===== src/rtl/streaming_pkg.sv =====
// Shared constants and state encoding for the serial streaming link.
// Used by both the receiver and the transmitter so framing stays in sync.
package streaming_pkg;

    typedef enum logic [1:0] {
        IDLE = 2'd0,
        SEP  = 2'd1,
        DATA = 2'd2
    } state_t;

    localparam logic START_BIT = 1'b1;
    localparam logic SEP_BIT   = 1'b0;

    localparam int DEF_DATA_W = 8;
    localparam int FRAME_LEN  = DEF_DATA_W + 2;

    function automatic int frame_len(input int data_w);
        return data_w + 2;
    endfunction

endpackage


===== src/rtl/stream_fifo.sv =====
// Small synchronous FIFO; a push into a full FIFO without a pop is dropped
// and reported as a one-cycle overflow pulse.
module stream_fifo #(
    parameter int W     = 8,
    parameter int DEPTH = 2
) (
    input  logic         clk,
    input  logic         rst,
    input  logic         i_push,
    input  logic [W-1:0] i_data,
    input  logic         i_pop,
    output logic [W-1:0] o_data,
    output logic         o_full,
    output logic         o_empty,
    output logic         o_overflow
);

    localparam int AW = $clog2(DEPTH);

    logic [W-1:0]  r_mem [DEPTH];
    logic [AW-1:0] r_wr;
    logic [AW-1:0] r_rd;
    logic [AW:0]   r_cnt;
    logic          r_ovf;

    logic w_empty;
    logic w_full;
    logic w_pop;
    logic w_push;
    logic w_drop;

    assign w_empty = (r_cnt == '0);
    assign w_full  = (r_cnt == (AW+1)'(DEPTH));
    assign w_pop   = i_pop & ~w_empty;
    // A full FIFO still accepts a push when the head leaves in the same cycle.
    assign w_push  = i_push & (~w_full | w_pop);
    assign w_drop  = i_push & w_full & ~w_pop;

    always_ff @(posedge clk) begin
        if (rst) begin
            r_wr  <= '0;
            r_rd  <= '0;
            r_cnt <= '0;
            r_ovf <= 1'b0;
        end else begin
            r_ovf <= w_drop;
            if (w_push) begin
                r_wr <= r_wr + 1'b1;
            end
            if (w_pop) begin
                r_rd <= r_rd + 1'b1;
            end
            case ({w_push, w_pop})
                2'b10:   r_cnt <= r_cnt + 1'b1;
                2'b01:   r_cnt <= r_cnt - 1'b1;
                default: r_cnt <= r_cnt;
            endcase
        end
    end

    always_ff @(posedge clk) begin
        if (w_push) begin
            r_mem[r_wr] <= i_data;
        end
    end

    assign o_data     = w_empty ? '0 : r_mem[r_rd];
    assign o_full     = w_full;
    assign o_empty    = w_empty;
    assign o_overflow = r_ovf;

endmodule


===== src/rtl/streaming_in.sv =====
// One-wire streaming receiver: start/separator framing, MSB-first payload,
// recovered words buffered in a FIFO with a valid/ready output.
module streaming_in
    import streaming_pkg::*;
#(
    parameter int DATA_W     = 8,
    parameter int FIFO_DEPTH = 2
) (
    input  logic              clk,
    input  logic              rst,
    input  logic              dIn,
    output logic [DATA_W-1:0] dOut,
    output logic              outValid,
    input  logic              outReady,
    output logic              frameErr,
    output logic              overrun
);

    localparam int CW = $clog2(DATA_W);

    state_t            r_state;
    logic [CW-1:0]     r_cnt;
    logic [DATA_W-1:0] r_shift;
    logic              r_frame_err;

    logic              w_push;
    logic [DATA_W-1:0] w_word;
    logic              w_full;
    logic              w_empty;

    // The word is pushed on the same edge that samples its last bit.
    assign w_push = (r_state == DATA) && (r_cnt == '0);
    assign w_word = {r_shift[DATA_W-2:0], dIn};

    always_ff @(posedge clk) begin
        if (rst) begin
            r_state     <= IDLE;
            r_cnt       <= '0;
            r_shift     <= '0;
            r_frame_err <= 1'b0;
        end else begin
            r_frame_err <= 1'b0;
            case (r_state)
                IDLE: begin
                    if (dIn == START_BIT) begin
                        r_state <= SEP;
                    end
                end
                SEP: begin
                    if (dIn == SEP_BIT) begin
                        r_state <= DATA;
                        r_cnt   <= CW'(DATA_W - 1);
                    end else begin
                        r_frame_err <= 1'b1;
                        r_state     <= IDLE;
                    end
                end
                DATA: begin
                    r_shift <= w_word;
                    if (r_cnt == '0) begin
                        r_state <= IDLE;
                    end else begin
                        r_cnt <= r_cnt - 1'b1;
                    end
                end
                default: r_state <= IDLE;
            endcase
        end
    end

    stream_fifo #(
        .W     (DATA_W),
        .DEPTH (FIFO_DEPTH)
    ) u_fifo (
        .clk        (clk),
        .rst        (rst),
        .i_push     (w_push),
        .i_data     (w_word),
        .i_pop      (outReady),
        .o_data     (dOut),
        .o_full     (w_full),
        .o_empty    (w_empty),
        .o_overflow (overrun)
    );

    assign outValid = ~w_empty;
    assign frameErr = r_frame_err;

endmodule


===== config.mk =====
export PLATFORM = sky130hd
export DESIGN_NAME = streaming_in
export DESIGN_NICKNAME = d
export VERILOG_FILES = /design/src/rtl/streaming_pkg.sv /design/src/rtl/stream_fifo.sv /design/src/rtl/streaming_in.sv
export SDC_FILE = /design/constraint.sdc
export NUM_CORES = 1
export LEC_CHECK = 0
export CAP_MARGIN = 20
export CELL_PAD_IN_SITES_DETAIL_PLACEMENT = 1
export CELL_PAD_IN_SITES_GLOBAL_PLACEMENT = 1
export CORE_MARGIN = 5
export CORE_UTILIZATION = 40
export CTS_CLUSTER_DIAMETER = 30
export DETAILED_ROUTE_END_ITERATION = 10
export GPL_TIMING_DRIVEN = 1
export PLACE_DENSITY = 0.83
export SLEW_MARGIN = 10
export SYNTH_ARGS = -nofsm -noshare
export SYNTH_HDL_FRONTEND = slang
export SYNTH_SLANG_ARGS = --single-unit

===== constraint.sdc =====
create_clock -name clk -period 2.9 [get_ports clk]
set_input_delay 0.58 -clock clk [delete_from_list [all_inputs] [get_ports clk]]
set_output_delay 0.58 -clock clk [all_outputs]
set_load 0.01 [all_outputs]

==> reports/summary.txt <==
# fillers: 386
FP Rows: 21
Remaining DRCs: 0
reg-to-reg slack, setup: 0.99 ns
Worst Setup EP: dOut[1]
# diodes: 0
area delta synth->final: 16.0%
CTS sink cnt: 35
routability cong.: 0.771
maximum fanout along the worst path: 9
Clock Skew: 0.00830 ns
cells along the critical path: nor2_1, nor2_1, clkdlybuf4s50_1
CTS Buf Count: 5
iteration-0 DRC count of the detailed router: 21
area share of and/or/nand/nor cells after synthesis: 15.7%
Syn Area/Cell: 11.1 sq um
register area share after synthesis: 61.4%
hold buffer count at CTS: 0
Startpoint Class: flip-flop
Pleak: 0.560 nW
Slew @ Worst Pin: 0.677 ns
vias in the first global route: 981
Die Area: 4790 sq um
status: completed
Final HPWL DP: 2.06 mm
FMAX: 403 MHz
post-synthesis compound-gate area fraction: 9.81%
R2R Path End: u_fifo.r_mem[0][5]$_DFFE_PP_
quantity of gates resized following cts: 0
Die H: 69.2 um
total power per unit cell area: 508 nW/um^2
Overall Power: 826 uW
syn nets: 132
WL/cell: 15.1 um
Reg clk slew, reported paths: 0.10 ns
most frequent CP cell: nor2_1
area of the core region: 3360 sq um
CP max-delay cell: nor2_1
CP Capture Type: primary output
area leader, netlist: edfxtp_1
Clk Latency, worst-skew pair: 0.33 ns
grt total ovfl: 0
Critical Path RT: 2.32 ns
initial antenna violation count: 0
PortBufs: 14
Max Slew Vio Count: 0
Hold Vio Cnt, Final: 0
synth unique cells: 33
CP arrival: 1.90 ns
Initial DRT Pass Iterations: 4
Syn Inst Count: 126
vias per cell: 5.01
top cell type's share of synthesized area: 34.3%
worst hold path class: reg2reg
post-synthesis mux area share: 5.71%
share of cells above drive strength 1: 6.99%
htree depth: 2
adder-cell share of the synthesized area: 1.78%
Final TNS setup: 0 ns
largest family of logic cells by synthesized area: simple AND/OR/NAND/NOR gates
fin crit period: 2.48 ns
fin crit share: 85.7%
CP max stage delay: 0.54 ns
final setup vio count: 0
Setup crit start: u_fifo.r_cnt[0]$_SDFFE_PP0P_
synth warn: 0
Root Driver: clkbuf_4
initial core utilization: 41.7%
CTS Buffer Depth: 2
unrepaired setup endpoints after global routing: false
Worst VDD drop: 237 uV
Max Cap Viol: 0
Non-Filler Instances: 189
antenna-violating nets left: 0
CTS tree: done
relative slew slack: 54.7%
R2R Path Start: r_cnt[0]$_SDFFE_PP0P_
largest net degree at the start of global routing: 20
Post-CTS Setup Bufs: 0
IO Count: 15
gr usage total: 12.8%
post-synthesis xor/xnor area fraction: 1.25%
Final nets: 148
via count: 946
Placed Cells incl. Taps: 181
first-pass GRT wire length: 4.79 mm
flops & latches, synth: 35
Setup CP Type: reg2out
die span in x: 69.2 um
Routed WL: 2.86 mm
Worst R2R Path Depth: 5
Cell Area, Synth: 1400 sq um
Area contributors post-synth: edfxtp_1 (34%), dfxtp_1 (27%), mux2i_1 (5.7%)
[cells by family after synthesis]
kind of cell	after synthesis
AOI/OAI and AO/OA	23
xor gates and xnor gates	2
adders and majority gates	2
buffers and inverters	14
DFF	35
muxes	8
and+or+nand+nor	42
[layout make-up]
type | count | area (sq um) | area share [%]
Sequential cell | 35 | 861 | 52.9
Multi-Input combinational cell | 77 | 480 | 29.5
Timing Repair Buffer | 15 | 148 | 9.08
Tap cell | 46 | 57.6 | 3.54
Clock buffer | 6 | 41.3 | 2.54
Inverter | 8 | 30.0 | 1.85
Clock inverter | 2 | 8.76 | 0.538
[through the flow]
| step | area (sq um) | setup slack (ns) | utilization [%] | hold slack, ns |
|---|---|---|---|---|
| 2_1_floorplan | 1400 | 1.06 | - | 0.425 |
| 3_3_place_gp | 1580 | 0.784 | 46.9 | 0.445 |
| 3_5_place_dp | 1580 | 0.682 | 46.9 | 0.466 |
| 4_1_cts | 1630 | 0.348 | 48.4 | 0.498 |
| 5_1_grt | 1630 | 0.268 | 48.4 | 0.526 |
| 6_report | 1630 | 0.416 | 48.4 | 0.494 |
[per-layer routing]
metal | vias up | wire (um) | part of all wire, % | global-route usage, %
li1 | 477 | - | - | -
met1 | 447 | 1150 | 40 | 14.7
met2 | 16 | 1550 | 54 | 22.0
met3 | 6 | 120 | 4.2 | 4.49
met4 | 0 | 43 | 1.5 | 4.56
met5 | - | 0 | 0 | 0
[critical path: cells and delay by family, from the launching register on]
kind          cells  cell delay [ns]
simple gates      2             0.67
flops             1             0.38
buf+inv           1             0.53
[power breakdown]
part / leakage, nW / switching (mW) / internal [mW]
Clock: 0.0297 / 0.152 / 0.0910
Combinational: 0.228 / 0.0285 / 0.0243
Sequential: 0.302 / 0.00894 / 0.521
Total: 0.560 / 0.189 / 0.637
[synthesized netlist by cell type (all sizes together)]
library cell,number
a211oi,1
a21oi,11
a221oi,1
a22oi,1
a31o,1
a31oi,1
a41oi,1
and2b,1
and4b,1
and4bb,2
buf,3
clkbuf,3
dfxtp,19
edfxtp,16
ha,2
inv,8
mux2i,8
nand2,15
nand2b,2
nand3,1
nand4bb,1
nor2,13
nor2b,1
nor3b,2
nor4b,1
o211a,1
o21ai,5
or3,1
or4,1
xnor2,1
xor2,1
[state kept, by name (all words and copies together), names as in the netlist, named ones only]
register / cells
frameErr: 1
r_cnt: 3
r_shift: 7
r_state: 2
u_fifo.o_overflow: 1
u_fifo.r_cnt: 2
u_fifo.r_mem: 16
u_fifo.r_rd: 1
u_fifo.r_wr: 1
[worst min-delay path by stage]
| stage | startpoint | endpoint | slack (ns) | cells after the start |
|---|---|---|---|---|
| after floorplan | r_shift[6]$_SDFFE_PP0N_ | u_fifo.r_mem[0][7]$_DFFE_PP_ | 0.43 | 0 |
| after global placement | r_shift[6]$_SDFFE_PP0N_ | u_fifo.r_mem[0][7]$_DFFE_PP_ | 0.44 | 0 |
| after detailed placement | r_shift[6]$_SDFFE_PP0N_ | u_fifo.r_mem[0][7]$_DFFE_PP_ | 0.47 | 0 |
| after CTS | r_shift[6]$_SDFFE_PP0N_ | u_fifo.r_mem[1][7]$_DFFE_PP_ | 0.50 | 0 |
| after global routing | r_shift[1]$_SDFFE_PP0N_ | u_fifo.r_mem[1][2]$_DFFE_PP_ | 0.53 | 0 |
| final | r_shift[6]$_SDFFE_PP0N_ | u_fifo.r_mem[0][7]$_DFFE_PP_ | 0.49 | 0 |
[cells in the final DEF, fill, tap and decap left out, types with 5 or more instances in the layout]
cell type and n:
dfxtp_1 19, edfxtp_1 16, nand2_1 15, clkdlybuf4s50_1 14, nor2_1 13, a21oi_1 11, inv_1 8, mux2i_1 8
o21ai_0 5, clkbuf_4 5
Note: power is estimated with default switching activity, not from simulation.
